**src/rtl/pipe_hazard_unit.sv**
```systemverilog
// Hazard, forwarding and flush control for the 5-stage pipeline.
// Tracks EX/MEM/WB occupancy, stalls the front end on load-use and flushes on MEM redirects.
//
//   state | meaning
//   RUN   | normal flow; a load-use hazard stalls for one cycle here
//   HOLD  | extra load-use bubbles; cnt_q counts the stall cycles still to go
module pipe_hazard_unit #(
    parameter int ADDR_W     = 5,
    parameter int LOAD_STALL = 1,
    parameter int CNT_W      = 16
) (
    input  logic              clk_i,
    input  logic              rst_i,
    input  logic              enable_i,
    input  logic [ADDR_W-1:0] id_rs_i,
    input  logic [ADDR_W-1:0] id_rt_i,
    input  logic              id_uses_rs_i,
    input  logic              id_uses_rt_i,
    input  logic [ADDR_W-1:0] id_dst_i,
    input  logic              id_reg_write_i,
    input  logic              id_mem_read_i,
    input  logic              mem_redirect_i,
    output logic              pc_en_o,
    output logic              if_id_en_o,
    output logic              id_ex_en_o,
    output logic              bubble_o,
    output logic [2:0]        flush_o,
    output logic [1:0]        fwd_a_o,
    output logic [1:0]        fwd_b_o,
    output logic [CNT_W-1:0]  stall_cycles_o
);

    typedef enum logic {ST_RUN, ST_HOLD} state_t;

    typedef struct packed {
        logic              valid;
        logic [ADDR_W-1:0] rs;
        logic [ADDR_W-1:0] rt;
        logic [ADDR_W-1:0] dst;
        logic              reg_write;
        logic              mem_read;
    } ex_entry_t;

    // Beyond EX only the write-back identity matters for forwarding.
    typedef struct packed {
        logic              valid;
        logic [ADDR_W-1:0] dst;
        logic              reg_write;
    } wr_entry_t;

    localparam logic [3:0] HOLD_INIT = 4'(LOAD_STALL - 1);

    state_t           state_q, state_d;
    logic [3:0]       cnt_q, cnt_d;
    ex_entry_t        ex_q, ex_d;
    wr_entry_t        mem_q, mem_d;
    wr_entry_t        wb_q, wb_d;
    logic [CNT_W-1:0] stall_cnt_q, stall_cnt_d;

    logic hazard;
    logic redirect;
    logic stall;

    function automatic logic [1:0] fwd_sel(input wr_entry_t mem_e, input wr_entry_t wb_e,
                                           input logic [ADDR_W-1:0] src);
        if (mem_e.valid && mem_e.reg_write && (mem_e.dst != '0) && (mem_e.dst == src))
            return 2'b10;
        else if (wb_e.valid && wb_e.reg_write && (wb_e.dst != '0) && (wb_e.dst == src))
            return 2'b01;
        else
            return 2'b00;
    endfunction

    assign hazard = ex_q.valid && ex_q.mem_read && (ex_q.dst != '0) &&
                    ((id_uses_rs_i && (id_rs_i == ex_q.dst)) ||
                     (id_uses_rt_i && (id_rt_i == ex_q.dst)));
    assign redirect = enable_i && mem_redirect_i;
    assign stall    = enable_i && !mem_redirect_i && ((state_q == ST_HOLD) || hazard);

    assign pc_en_o        = enable_i && !stall;
    assign if_id_en_o     = enable_i && !stall;
    assign id_ex_en_o     = enable_i;
    assign bubble_o       = stall || redirect;
    assign flush_o        = {3{redirect}};
    assign fwd_a_o        = fwd_sel(mem_q, wb_q, ex_q.rs);
    assign fwd_b_o        = fwd_sel(mem_q, wb_q, ex_q.rt);
    assign stall_cycles_o = stall_cnt_q;

    always_comb begin
        state_d     = state_q;
        cnt_d       = cnt_q;
        ex_d        = ex_q;
        mem_d       = mem_q;
        wb_d        = wb_q;
        stall_cnt_d = stall_cnt_q;

        if (redirect) begin
            state_d = ST_RUN;
            cnt_d   = '0;
        end else if (enable_i) begin
            case (state_q)
                ST_RUN: begin
                    if (hazard && (LOAD_STALL > 1)) begin
                        state_d = ST_HOLD;
                        cnt_d   = HOLD_INIT;
                    end
                end
                ST_HOLD: begin
                    cnt_d = cnt_q - 4'd1;
                    if (cnt_q <= 4'd1)
                        state_d = ST_RUN;
                end
                default: state_d = ST_RUN;
            endcase
        end

        if (enable_i) begin
            wb_d            = mem_q;
            mem_d.valid     = ex_q.valid && !redirect;
            mem_d.dst       = ex_q.dst;
            mem_d.reg_write = ex_q.reg_write;
            ex_d.valid      = !(stall || redirect);
            ex_d.rs         = id_rs_i;
            ex_d.rt         = id_rt_i;
            ex_d.dst        = id_dst_i;
            ex_d.reg_write  = id_reg_write_i;
            ex_d.mem_read   = id_mem_read_i;
        end

        if (stall && (stall_cnt_q != '1))
            stall_cnt_d = stall_cnt_q + 1'b1;
    end

    always_ff @(posedge clk_i) begin
        if (rst_i) begin
            state_q     <= ST_RUN;
            cnt_q       <= '0;
            ex_q        <= '0;
            mem_q       <= '0;
            wb_q        <= '0;
            stall_cnt_q <= '0;
        end else begin
            state_q     <= state_d;
            cnt_q       <= cnt_d;
            ex_q        <= ex_d;
            mem_q       <= mem_d;
            wb_q        <= wb_d;
            stall_cnt_q <= stall_cnt_d;
        end
    end

endmodule

```
**config.mk**
```make
export PLATFORM = sky130hd
export DESIGN_NAME = pipe_hazard_unit
export DESIGN_NICKNAME = d
export VERILOG_FILES = /design/src/rtl/pipe_hazard_unit.sv
export SDC_FILE = /design/constraint.sdc
export NUM_CORES = 1
export LEC_CHECK = 0
export BUFFER_PORTS_ARGS = -buffer_cell sky130_fd_sc_hd__clkbuf_2
export CORE_MARGIN = 8
export CORE_UTILIZATION = 55
export DETAILED_ROUTE_END_ITERATION = 16
export GPL_TIMING_DRIVEN = 0
export PLACE_DENSITY = 0.79
export SLEW_MARGIN = 40
export SYNTH_ARGS = -nofsm -noshare
export SYNTH_HDL_FRONTEND = slang
export SYNTH_SLANG_ARGS = --single-unit
```
**constraint.sdc**
```tcl
create_clock -name clk_i -period 3.2 [get_ports clk_i]
set_input_delay 0.64 -clock clk_i [delete_from_list [all_inputs] [get_ports clk_i]]
set_output_delay 0.64 -clock clk_i [all_outputs]
set_load 0.01 [all_outputs]
```
# Word level (Yosys, flattened, before mapping)
# Cells that the tools add are included.
[totals]
ff_bits = 53
inputBits = 23
out_inout_bits = 27
word_cells = 62
[op_classes]
addsub = 2
order_cmp = 1
n_eq_ne = 7
muxes = 6
reduce_logical = 31
[op_table]
columns = ["op", "count"]
rows = [
  ["$eq 5x5->1", 6],
  ["$logic_and 1x1->1", 19],
  ["$add 16x1->16 const B", 1],
  ["$ne 16x16->1 const B", 1],
  ["$reduce_bool 5->1", 3],
  ["$le 4x1->1 const B", 1],
  ["$logic_not 1->1", 4],
  ["$mux 1", 4],
  ["$mux 2", 2],
  ["$sub 4x1->4 const B", 1],
  ["$logic_or 1x1->1", 3],
  ["$reduce_and 2->1", 1],
  ["$reduce_or 2->1", 1],
]

# Logic depth before layout (Yosys ltp)
# Gate-level depths: netlist (run 1).
[logic_depth]
word_depth = 8
mapped_depth = 9
mapped_depth_nobuf = 7

# Worst setup path after synthesis (run 1)
# No wires, ideal clock.
[synth_timing]
path_type = "flip-flop to output port"
from = "register ex_q[2] in the netlist's numbering"
to = "output port pc_en_o"
arrival_ps = 1692
t_required_ps = 2560
setup_slack_ps = 868
stages_incl_launch_ff = 6
n_path_buf = 1
path_cell_list = "dfxtp_1 > or3_1 > o311a_1 > a21o_2 > a21oi_1 > buf_4"
[synth_via]
elab_chain_len = 8
word_cells_on_any_way = 12
cone_classes = "eq/ne (2); reduce/logical (10)"
[synth_rtl]
columns = ["element", "line", "rtl"]
rows = [
  ["from (decl)", "55", "ex_entry_t ex_q, ex_d;"],
  ["from (signal assigned)", "138", "ex_q <= '0;"],
  ["from (signal assigned)", "145", "ex_q <= ex_d;"],
  ["$eq 5x5->1 (on tied branches)", "75, 76", ""],
  ["$logic_and 1x1->1 (on tied branches)", "75, 76", ""],
  ["$logic_or 1x1->1", "75", "((id_uses_rs_i && (id_rs_i == ex_q.dst)) ||"],
  ["$logic_and 1x1->1 *", "74", "assign hazard = ex_q.valid && ex_q.mem_read && (ex_q.dst != '0) &&"],
  ["$logic_or 1x1->1 *", "78", "assign stall = enable_i && !mem_redirect_i && ((state_q == ST_HOLD) || hazard);"],
  ["$logic_and 1x1->1 *", "78", ""],
  ["$logic_not 1->1 *", "--", ""],
  ["$logic_and 1x1->1 *", "--", ""],
  ["to (decl)", "23", "output logic pc_en_o,"],
]
# Mark *: on every way between the ends. The rest lies on a longest branch, timed or not.

# Worst setup path after layout (run 1)
[layout_timing]
from = "register ex_q[2] in the netlist's numbering"
to = "output port pc_en_o"
[layout_via]
elab_chain_len = 8
word_cells_on_any_way = 12
cone_classes = "eq/ne (2); reduce/logical (10)"
[layout_rtl]
columns = ["element", "line", "rtl"]
rows = [
  ["$eq 5x5->1 (on tied branches)", "75, 76", ""],
  ["$logic_and 1x1->1 (on tied branches)", "75, 76", ""],
  ["$logic_or 1x1->1", "75", ""],
  ["$logic_and 1x1->1 *", "74", ""],
  ["$logic_or 1x1->1 *", "78", ""],
  ["$logic_and 1x1->1 *", "78", ""],
  ["$logic_not 1->1 *", "80", "assign pc_en_o = enable_i && !stall;"],
  ["$logic_and 1x1->1 *", "80", ""],
]
# Marked as above.

==> results of run 1 <==
-- registers in the layout, summed over array words and instances, names as in the netlist --
name            cells
cnt_q               4
ex_q               18
mem_q               7
stall_cycles_o     16
state_q             1
wb_q                7
-- metrics by stage --
| step | setup slack, ns | std cells | area (um^2) |
|---|---|---|---|
| after floorplan | 0.868 | 296 | 2690 |
| after global placement | 0.723 | 410 | 3010 |
| after detailed placement | 0.683 | 410 | 3010 |
| after CTS | 0.404 | 418 | 3130 |
| after global routing | 0.314 | 418 | 3130 |
| final | 0.412 | 418 | 3130 |
-- cell type report --
class,count,area (um^2),share of cell area
Clock inverter,1,30.0,0.00961
Multi-Input combinational cell,216,1480,0.474
Timing Repair Buffer,47,235,0.0753
Tap cell,67,83.8,0.0268
Sequential cell,53,1060,0.339
Inverter,8,30.0,0.00961
Buffer,19,116,0.0372
Clock buffer,7,86.3,0.0276
-- worst max-delay path, cell delays in order (launching register included) --
cell and delay (ns):
dfxtp_1 0.39, or3_1 0.39, o311a_1 0.35, a21o_2 0.25
a21oi_1 0.21, buf_4 0.14, clkbuf_2 0.12
-- worst max-delay path by stage --
stage                              start      end  slack, ns  cells after the start
finish              ex_q[2]$_SDFFE_PP0P_  pc_en_o       0.41                      6
global route        ex_q[2]$_SDFFE_PP0P_  pc_en_o       0.31                      6
CTS                 ex_q[2]$_SDFFE_PP0P_  pc_en_o       0.40                      6
detailed placement            id_rs_i[0]  pc_en_o       0.68                      8
global placement              id_rs_i[0]  pc_en_o       0.72                      8
floorplan           ex_q[2]$_SDFFE_PP0P_  pc_en_o       0.87                      5
-- routing by layer --
metal | share of wire | vias to the layer above
li1 | - | 1149
met1 | 0.45 | 1099
met2 | 0.49 | 45
met3 | 0.050 | 6
met4 | 0.0083 | 0
met5 | 0 | -
-- cell families (layout without fill, tap and decap cells) --
family	Yosys count	after routing	synth area share
adders and majority gates	3	3	0.0140
xor gates and xnor gates	33	33	0.107
muxes	33	33	0.127
AOI/OAI and AO/OA	38	38	0.0972
and+or+nand+nor	109	109	0.206
DFF	53	53	0.394
buffers and inverters	27	82	0.0544
-- Yosys cell counts (all sizes together) --
library cell / count / area (um^2)
a21o: 1 / 8.76
a21oi: 17 / 88.8
a22oi: 1 / 7.51
a41oi: 2 / 17.5
and3: 2 / 12.5
buf: 13 / 92.6
clkbuf: 6 / 23.8
dfxtp: 53 / 1060
ha: 3 / 37.5
inv: 8 / 30.0
mux2: 2 / 30.0
mux2i: 31 / 310
nand2: 11 / 43.8
nand3: 10 / 50.1
nand4: 3 / 18.8
nand4b: 1 / 8.76
nor2: 51 / 199
nor2b: 2 / 12.5
nor3: 6 / 40.0
nor4: 7 / 43.8
o211ai: 2 / 15.0
o21ai: 4 / 20.0
o221a: 1 / 20.0
o221ai: 1 / 15.0
o22ai: 1 / 6.26
o311a: 1 / 10.0
o31ai: 7 / 52.6
or2: 2 / 12.5
or3: 2 / 13.8
or3b: 1 / 8.76
or4: 10 / 80.1
or4b: 1 / 10.0
xnor2: 19 / 166
xor2: 14 / 123
-- power groups by stage --
| stage | registers (mW) | clock network [mW] | logic (mW) |
|---|---|---|---|
| after detailed placement | 0.715 | 0 | 0.134 |
| after global routing | 0.703 | 0.501 | 0.148 |
| after CTS | 0.700 | 0.475 | 0.134 |
| final | 0.700 | 0.471 | 0.134 |
| after global placement | 0.715 | 0 | 0.130 |
| after floorplan | 0.708 | 0 | 0.0956 |
==> flow_summary.yaml, run 1 <==
timing:
  finalSetupViolations: 0
  drv_slew: 0
  hold_viol: 0
  max_freq_mhz: 359
  rsz0062_at_grt: "no"
  post-route-min-period_ns: 2.79
  worst_pin_slew_ns: 0.736
  slew-limit-headroom: 0.510
  finClkSkew_ns: 0.00760
  holdWs_ns: 0.505
  fin_setup_tns_ns: 0
  period_share: 0.871
floorplanning:
  die_area_um2: 7380
  rows: 25
  start_util: 0.570
  core_um2: 4720
  die_height_um: 85.9
  die_w_um: 85.9
  pin_count: 50
synth:
  seq_area_frac_synth: 0.394
  syn_area_um2: 2690
  ys_ff_latch: 53
  yosysWarnings: 0
  synth_area_per_cell_um2: 9.09
  ys_types: 47
  synth.net_count: 322
  netlist_instances: 296
grt:
  grt_max_degree: 16
  gr-usage-met3: 0.0478
  antenna_found_initial: 0
  grt_overflow_total: 0
  use_met2: 0.285
  grt_use_met1: 0.202
  top_usage_layer: "met2"
  grt_pass1_vias: 2222
  grt_usage: 0.168
  grt_pass1_wl_mm: 10.3
pwr:
  p_int_mw: 0.997
  p_clk_frac: 0.361
  switchingPower_mw: 0.308
  p_leak_nw: 1.36
  swShare: 0.236
  vdd_drop_max_mv: 0.251
  pwr-share-seq: 0.536
  power_density_nw_per_um2: 417
  comb_power_share: 0.102
  power_mw: 1.30
clocking:
  clkLatencyLatePin_ns: 0.31
  cts.path.max_buffers: 2
  cts_tree: "done"
  cts.sinks: 53
  cts_root_buffer: "clkbuf_8"
  post_cts.repair.setup_buffers: 0
  cts_buffers: 5
  htreeDepth: 2
  clkTransAtPathRegs_ns: 0.10
  post_cts_resized: 0
  postCtsHoldBufs: 0
min_path:
  min_to: "stall_cycles_o[9]$_SDFFE_PP0P_"
  min-delay-start: "stall_cycles_o[9]$_SDFFE_PP0P_"
  min_path_type: "reg2reg"
  worstHoldPathCells: 2
setup_path:
  cp-start-kind: "register"
  path_class: "reg2out"
  path_max_fanout: 5
  r2r_slack_ns: 1.05
  required_ns: 2.56
  rr_startpoint: "stall_cycles_o[0]$_SDFFE_PP0P_"
  rr_worst_depth: 8
  cp.arrival_ns: 2.15
  endpoint_kind: "output pin"
  timing.rr.end: "stall_cycles_o[8]$_SDFFE_PP0P_"
drt:
  drt_wl_total_mm: 6.15
  drc: 0
  viasPerCell: 5.50
  wire_per_inst_um: 14.7
  drtIter0Drc: 184
  final_antenna_net_count: 0
  dr.pass1.iters: 4
  via_count: 2299
final_layout:
  diodes: 0
  synthToLayoutAreaGrowth_pct: 16.2
  mostFrequentLayoutCell: "dfxtp_1"
  fin_util: 0.662
  nets: 376
  nFillCells: 400
  final_cell_mix: "dfxtp_1, nor2_1, clkbuf_2, mux2i_1, xnor2_1"
  drive_gt1_frac: 0.234
placed_design:
  gp_congestion: 0.817
  port_buffers: 47
  dp_hpwl_mm: 4.73
run:
  drv_cap: 0
outcome:
  status: "finished clean"
Power figures use the tool's default switching activity.
==> inputs of run 2 (changes only) <==
--- a/config.mk
+++ b/config.mk
@@ -10,6 +10,7 @@
 export CORE_UTILIZATION = 55
 export DETAILED_ROUTE_END_ITERATION = 16
 export GPL_TIMING_DRIVEN = 0
+export MAX_ROUTING_LAYER = met4
 export PLACE_DENSITY = 0.79
 export SLEW_MARGIN = 40
 export SYNTH_ARGS = -nofsm -noshare
==> run 2 against run 1 <==
Sequential cell count is the same. Combinational power is essentially flat. Fmax is essentially flat. Clock-buffer cell count is the same. Clock power is essentially flat. Clock skew shrank 0.0010 ns. Via count shrank 0.26%. Non-clock buffer count is the same. Cell count is the same. Power shrank 0.13%. Critical path type unchanged. Largest cell class unchanged.
==> flow_summary.yaml, run 2 (synthesized netlist as in run 1, its figures left out) <==
timing:
  max_freq_mhz: 359
  rsz0062_at_grt: "no"
  period_share: 0.871
  setup_ws_ns: 0.413
  worst_pin_slew_ns: 0.729
  post-route-min-period_ns: 2.79
  finalSetupViolations: 0
  hold_viol: 0
  drv_slew: 0
  fin_setup_tns_ns: 0
  finClkSkew_ns: 0.00655
  slew-limit-headroom: 0.514
drt:
  drtIter0Drc: 180
  wire_per_inst_um: 14.7
  drt_wl_total_mm: 6.14
  via_count: 2293
  dr.pass1.iters: 4
  drc: 0
  final_antenna_net_count: 0
  viasPerCell: 5.49
clocking:
  cts.sinks: 53
  cts_tree: "done"
  clkLatencyLatePin_ns: 0.31
  clkTransAtPathRegs_ns: 0.09
  cts.path.max_buffers: 2
  post_cts_resized: 0
  cts_root_buffer: "clkbuf_8"
  htreeDepth: 2
  postCtsHoldBufs: 0
  cts_buffers: 5
  post_cts.repair.setup_buffers: 0
min_path:
  min_path_type: "reg2reg"
  min-delay-start: "stall_cycles_o[9]$_SDFFE_PP0P_"
  worstHoldPathCells: 2
setup_path:
  crit_path_max_incr_delay_ns: 0.39
  cp.arrival_ns: 2.15
  rr_startpoint: "stall_cycles_o[0]$_SDFFE_PP0P_"
  required_ns: 2.56
  endpoint_kind: "output pin"
  cp.depth: 6
  path_cells: "or3_1 -> o311a_1 -> a21o_2 -> a21oi_1 -> buf_4 -> clkbuf_2"
  path_class: "reg2out"
  cp-start-kind: "register"
  crit_slowest_cell: "dfxtp_1"
  crit_start: "ex_q[2]$_SDFFE_PP0P_"
  path_delay_family: "compound AO/OA/AOI/OAI gates"
  critPathBufInv: 2
  rr_worst_depth: 8
  path_max_fanout: 5
pwr:
  switchingPower_mw: 0.306
  power_mw: 1.30
  comb_power_share: 0.103
  swShare: 0.235
  pwr-share-seq: 0.537
  power_density_nw_per_um2: 417
  p_leak_nw: 1.36
  p_clk_frac: 0.360
  p_int_mw: 0.996
  vdd_drop_max_mv: 0.251
placed_design:
  dp_hpwl_mm: 4.73
  gp_congestion: 0.829
  pre_cts_ws_ns: 0.683
  dpl_cell_area_um2: 3010
  port_buffers: 47
  dp.cells: 410
final_layout:
  synthToLayoutAreaGrowth_pct: 16.2
  nFillCells: 400
  largest_register_ffs: 18
  largest_register: "ex_q"
  diodes: 0
  nets: 376
  final_cells: 418
  multi_input_area_um2: 1480
  final_cell_mix: "dfxtp_1, nor2_1, clkbuf_2, mux2i_1, xnor2_1"
  drive_gt1_frac: 0.234
  mostFrequentLayoutCell: "dfxtp_1"
  final_cell_area_um2: 3130
  seq_area_um2: 1060
grt:
  grt_pass1_wl_mm: 10.3
  antenna_found_initial: 0
  grt_overflow_total: 0
  grt_usage: 0.172
  grt_pass1_vias: 2223
  grt_max_degree: 16
floorplanning:
  rows: 25
  core_um2: 4720
  die_area_um2: 7380
  start_util: 0.570
  die_w_um: 85.9
  die_height_um: 85.9
  pin_count: 50
outcome:
  status: "finished clean"
run:
  drv_cap: 0
==> run 2: cell counts in the layout (fill, tap and decap cells not counted) <==
No cell type changed its count.
==> run 2: through the flow <==
stage	hold WS, ns	util
floorplan	0.453	-
detailed placement	0.491	0.637
global placement	0.478	0.637
global route	0.534	0.662
CTS	0.513	0.662
finish	0.505	0.662
==> run 2: area by class of cell <==
class / count / share of cell area
well taps: 67 / 0.0268
inverters: 8 / 0.00961
clock inverters: 1 / 0.00961
repair buffers: 47 / 0.0753
flip-flops and latches: 53 / 0.339
plain buffers: 19 / 0.0372
multi-input cells: 216 / 0.474
clock buffers: 7 / 0.0276
==> run 2: path summary, 6_finish.rpt <==
path         slack (ns)                             end
min                0.50  stall_cycles_o[9]$_SDFFE_PP0P_
max reg2reg        1.05  stall_cycles_o[8]$_SDFFE_PP0P_
min reg2reg        0.50  stall_cycles_o[9]$_SDFFE_PP0P_
max                0.41                         pc_en_o
==> run 2: power by group through the flow <==
stage | Sequential, mW | Clock (mW) | Combinational (mW)
2_1_floorplan | 0.708 | 0 | 0.0956
3_3_place_gp | 0.715 | 0 | 0.130
3_5_place_dp | 0.715 | 0 | 0.134
4_1_cts | 0.700 | 0.475 | 0.134
5_1_grt | 0.703 | 0.501 | 0.147
6_report | 0.700 | 0.469 | 0.134
==> run 2: metal layers <==
metal	routed length, um	global-route usage
met4	51	0.0414
met3	264	0.0420
met5	0	-
met2	3050	0.285
met1	2770	0.205
==> run 2: worst min-delay path, delay by kind of cell, from the launching register on <==
kind           cells  cell delay [ns]
flip-flops         1             0.34
AO/OA/AOI/OAI      2             0.13
==> inputs of run 3 (changes only) <==
--- a/config.mk
+++ b/config.mk
@@ -6,12 +6,14 @@
 export NUM_CORES = 1
 export LEC_CHECK = 0
 export BUFFER_PORTS_ARGS = -buffer_cell sky130_fd_sc_hd__clkbuf_2
+export CELL_PAD_IN_SITES_DETAIL_PLACEMENT = 1
+export CELL_PAD_IN_SITES_GLOBAL_PLACEMENT = 2
 export CORE_MARGIN = 8
-export CORE_UTILIZATION = 55
+export CORE_UTILIZATION = 36
 export DETAILED_ROUTE_END_ITERATION = 16
 export GPL_TIMING_DRIVEN = 0
 export MAX_ROUTING_LAYER = met4
-export PLACE_DENSITY = 0.79
+export PLACE_DENSITY_LB_ADDON = 0.1
 export SLEW_MARGIN = 40
 export SYNTH_ARGS = -nofsm -noshare
 export SYNTH_HDL_FRONTEND = slang
==> run 3 against run 2 <==
Non-clock buffer count unchanged. Critical path depth unchanged. Fmax down 0.13%. Global-route usage down 2.2 points. Utilization down 23 points. Cell count up 7.7%. Via count down 0.65%. Power down 3.8%. Register-to-register slack worse by 0.04 ns. Sequential cell count unchanged. Critical path type unchanged. Largest cell class unchanged.
==> flow_summary.yaml, run 3 (synthesized netlist as in run 1, its figures left out) <==
setup_path:
  path_class: "reg2out"
  r2r_slack_ns: 1.01
  crit_start: "ex_q[2]$_SDFFE_PP0P_"
  crit_slowest_cell: "dfxtp_1"
  cp-start-kind: "register"
  crit_path_max_incr_delay_ns: 0.40
  cp.depth: 6
  timing.rr.end: "stall_cycles_o[10]$_SDFFE_PP0P_"
  critPathBufInv: 2
  path_cells: "or3_1 -> o311a_1 -> a21o_2 -> a21oi_1 -> buf_4 -> clkbuf_2"
  cp.arrival_ns: 2.15
  path_max_fanout: 5
  required_ns: 2.56
  rr_startpoint: "ex_q[2]$_SDFFE_PP0P_"
  path_delay_family: "compound AO/OA/AOI/OAI gates"
  rr_worst_depth: 7
  cp-endpoint: "pc_en_o"
  endpoint_kind: "output pin"
pwr:
  vdd_drop_max_mv: 0.165
  p_leak_nw: 1.36
  power_density_nw_per_um2: 398
final_layout:
  fin_util: 0.434
  drive_gt1_frac: 0.236
  mostFrequentLayoutCell: "dfxtp_1"
  final_cell_mix: "dfxtp_1, nor2_1, clkbuf_2, mux2i_1, xnor2_1"
  diodes: 0
  final_cells: 450
  largest_register_ffs: 18
  synthToLayoutAreaGrowth_pct: 17.1
  largest_register: "ex_q"
  nets: 376
  nFillCells: 894
grt:
  grt_usage: 0.150
  grt_pass1_wl_mm: 12.0
  antenna_found_initial: 0
  grt_overflow_total: 0
  grt_max_degree: 16
  grt_pass1_vias: 2322
run:
  drv_cap: 0
placed_design:
  dp_hpwl_mm: 5.77
  gp_congestion: 0.739
  pre_cts_ws_ns: 0.647
  port_buffers: 47
  dp.cells: 442
drt:
  dr.pass1.iters: 4
  drc: 0
  drtIter0Drc: 67
  drt_wl_total_mm: 7.29
  wire_per_inst_um: 16.2
  viasPerCell: 5.06
  final_antenna_net_count: 0
  via_count: 2278
timing:
  fin_setup_tns_ns: 0
  hold_viol: 0
  max_freq_mhz: 358
  slew-limit-headroom: 0.489
  rsz0062_at_grt: "no"
  setup_ws_ns: 0.409
  finalSetupViolations: 0
  holdWs_ns: 0.516
  drv_slew: 0
  post-route-min-period_ns: 2.79
  worst_pin_slew_ns: 0.767
  finClkSkew_ns: 0.00700
  period_share: 0.872
min_path:
  min-delay-start: "stall_cycles_o[9]$_SDFFE_PP0P_"
  min_path_type: "reg2reg"
floorplanning:
  start_util: 0.371
  rows: 31
  core_um2: 7250
  pin_count: 50
  die_w_um: 102
  die_area_um2: 10500
  die_height_um: 102
outcome:
  status: "finished clean"
clocking:
  clkTransAtPathRegs_ns: 0.10
  post_cts_resized: 0
  cts_root_buffer: "clkbuf_8"
  post_cts.repair.setup_buffers: 0
  cts_tree: "done"
  cts.path.max_buffers: 2
  clkLatencyLatePin_ns: 0.30
  cts.sinks: 53
  htreeDepth: 2
  postCtsHoldBufs: 0
  cts_buffers: 5
## run 3: changes by cell type in the layout (fill, tap and decap cells not counted), sizes merged
| cell | delta |
|---|---|
| bufinv | -1 |
| clkinv | +1 |
## run 3: stage by stage
step / power (mW) / instance area [um^2]
2_1_floorplan: 0.804 / 2690
3_3_place_gp: 0.852 / 3050
3_5_place_dp: 0.855 / 3050
4_1_cts: 1.27 / 3150
5_1_grt: 1.31 / 3150
6_report: 1.25 / 3150
## run 3: where the power goes
| group | switching [mW] | leakage (nW) | internal [mW] | total (mW) |
|---|---|---|---|---|
| registers | 0.0243 | 0.431 | 0.677 | 0.701 |
| clock network | 0.220 | 0.0542 | 0.196 | 0.417 |
| logic | 0.0712 | 0.873 | 0.0645 | 0.136 |
| total | 0.316 | 1.36 | 0.938 | 1.25 |
## run 3: cell type report
type | instances | area (um^2) | area share
Timing Repair Buffer | 47 | 235 | 0.0747
Tap cell | 99 | 124 | 0.0393
Sequential cell | 53 | 1060 | 0.337
Inverter | 8 | 30.0 | 0.00953
Multi-Input combinational cell | 216 | 1480 | 0.471
Buffer | 19 | 116 | 0.0369
Clock buffer | 7 | 96.3 | 0.0306
Clock inverter | 1 | 5.00 | 0.00159
## run 3: tightest hold or removal path, stage by stage, from the launching register on
cell and delay (ns):
dfxtp_1 0.35, o31ai_1 0.07, a21oi_1 0.06
## run 3: metal layers
metal / vias up / global-route usage / routed length [um]
met2: 28 / 0.257 / 3660
met3: 4 / 0.0293 / 208
met4: 0 / 0.0237 / 44
li1: 1140 / - / -
met1: 1106 / 0.180 / 3380
met5: - / - / 0
## run 3: worst min-delay path by stage
stage / cells after the start / endpoint / slack, ns
global placement: 2 / mem_q[0]$_SDFFE_PP0P_ / 0.48
finish: 2 / stall_cycles_o[9]$_SDFFE_PP0P_ / 0.52
floorplan: 2 / mem_q[6]$_SDFFE_PP0P_ / 0.45
global route: 2 / stall_cycles_o[9]$_SDFFE_PP0P_ / 0.55
detailed placement: 2 / ex_q[1]$_SDFFE_PP0P_ / 0.49
CTS: 2 / stall_cycles_o[9]$_SDFFE_PP0P_ / 0.51
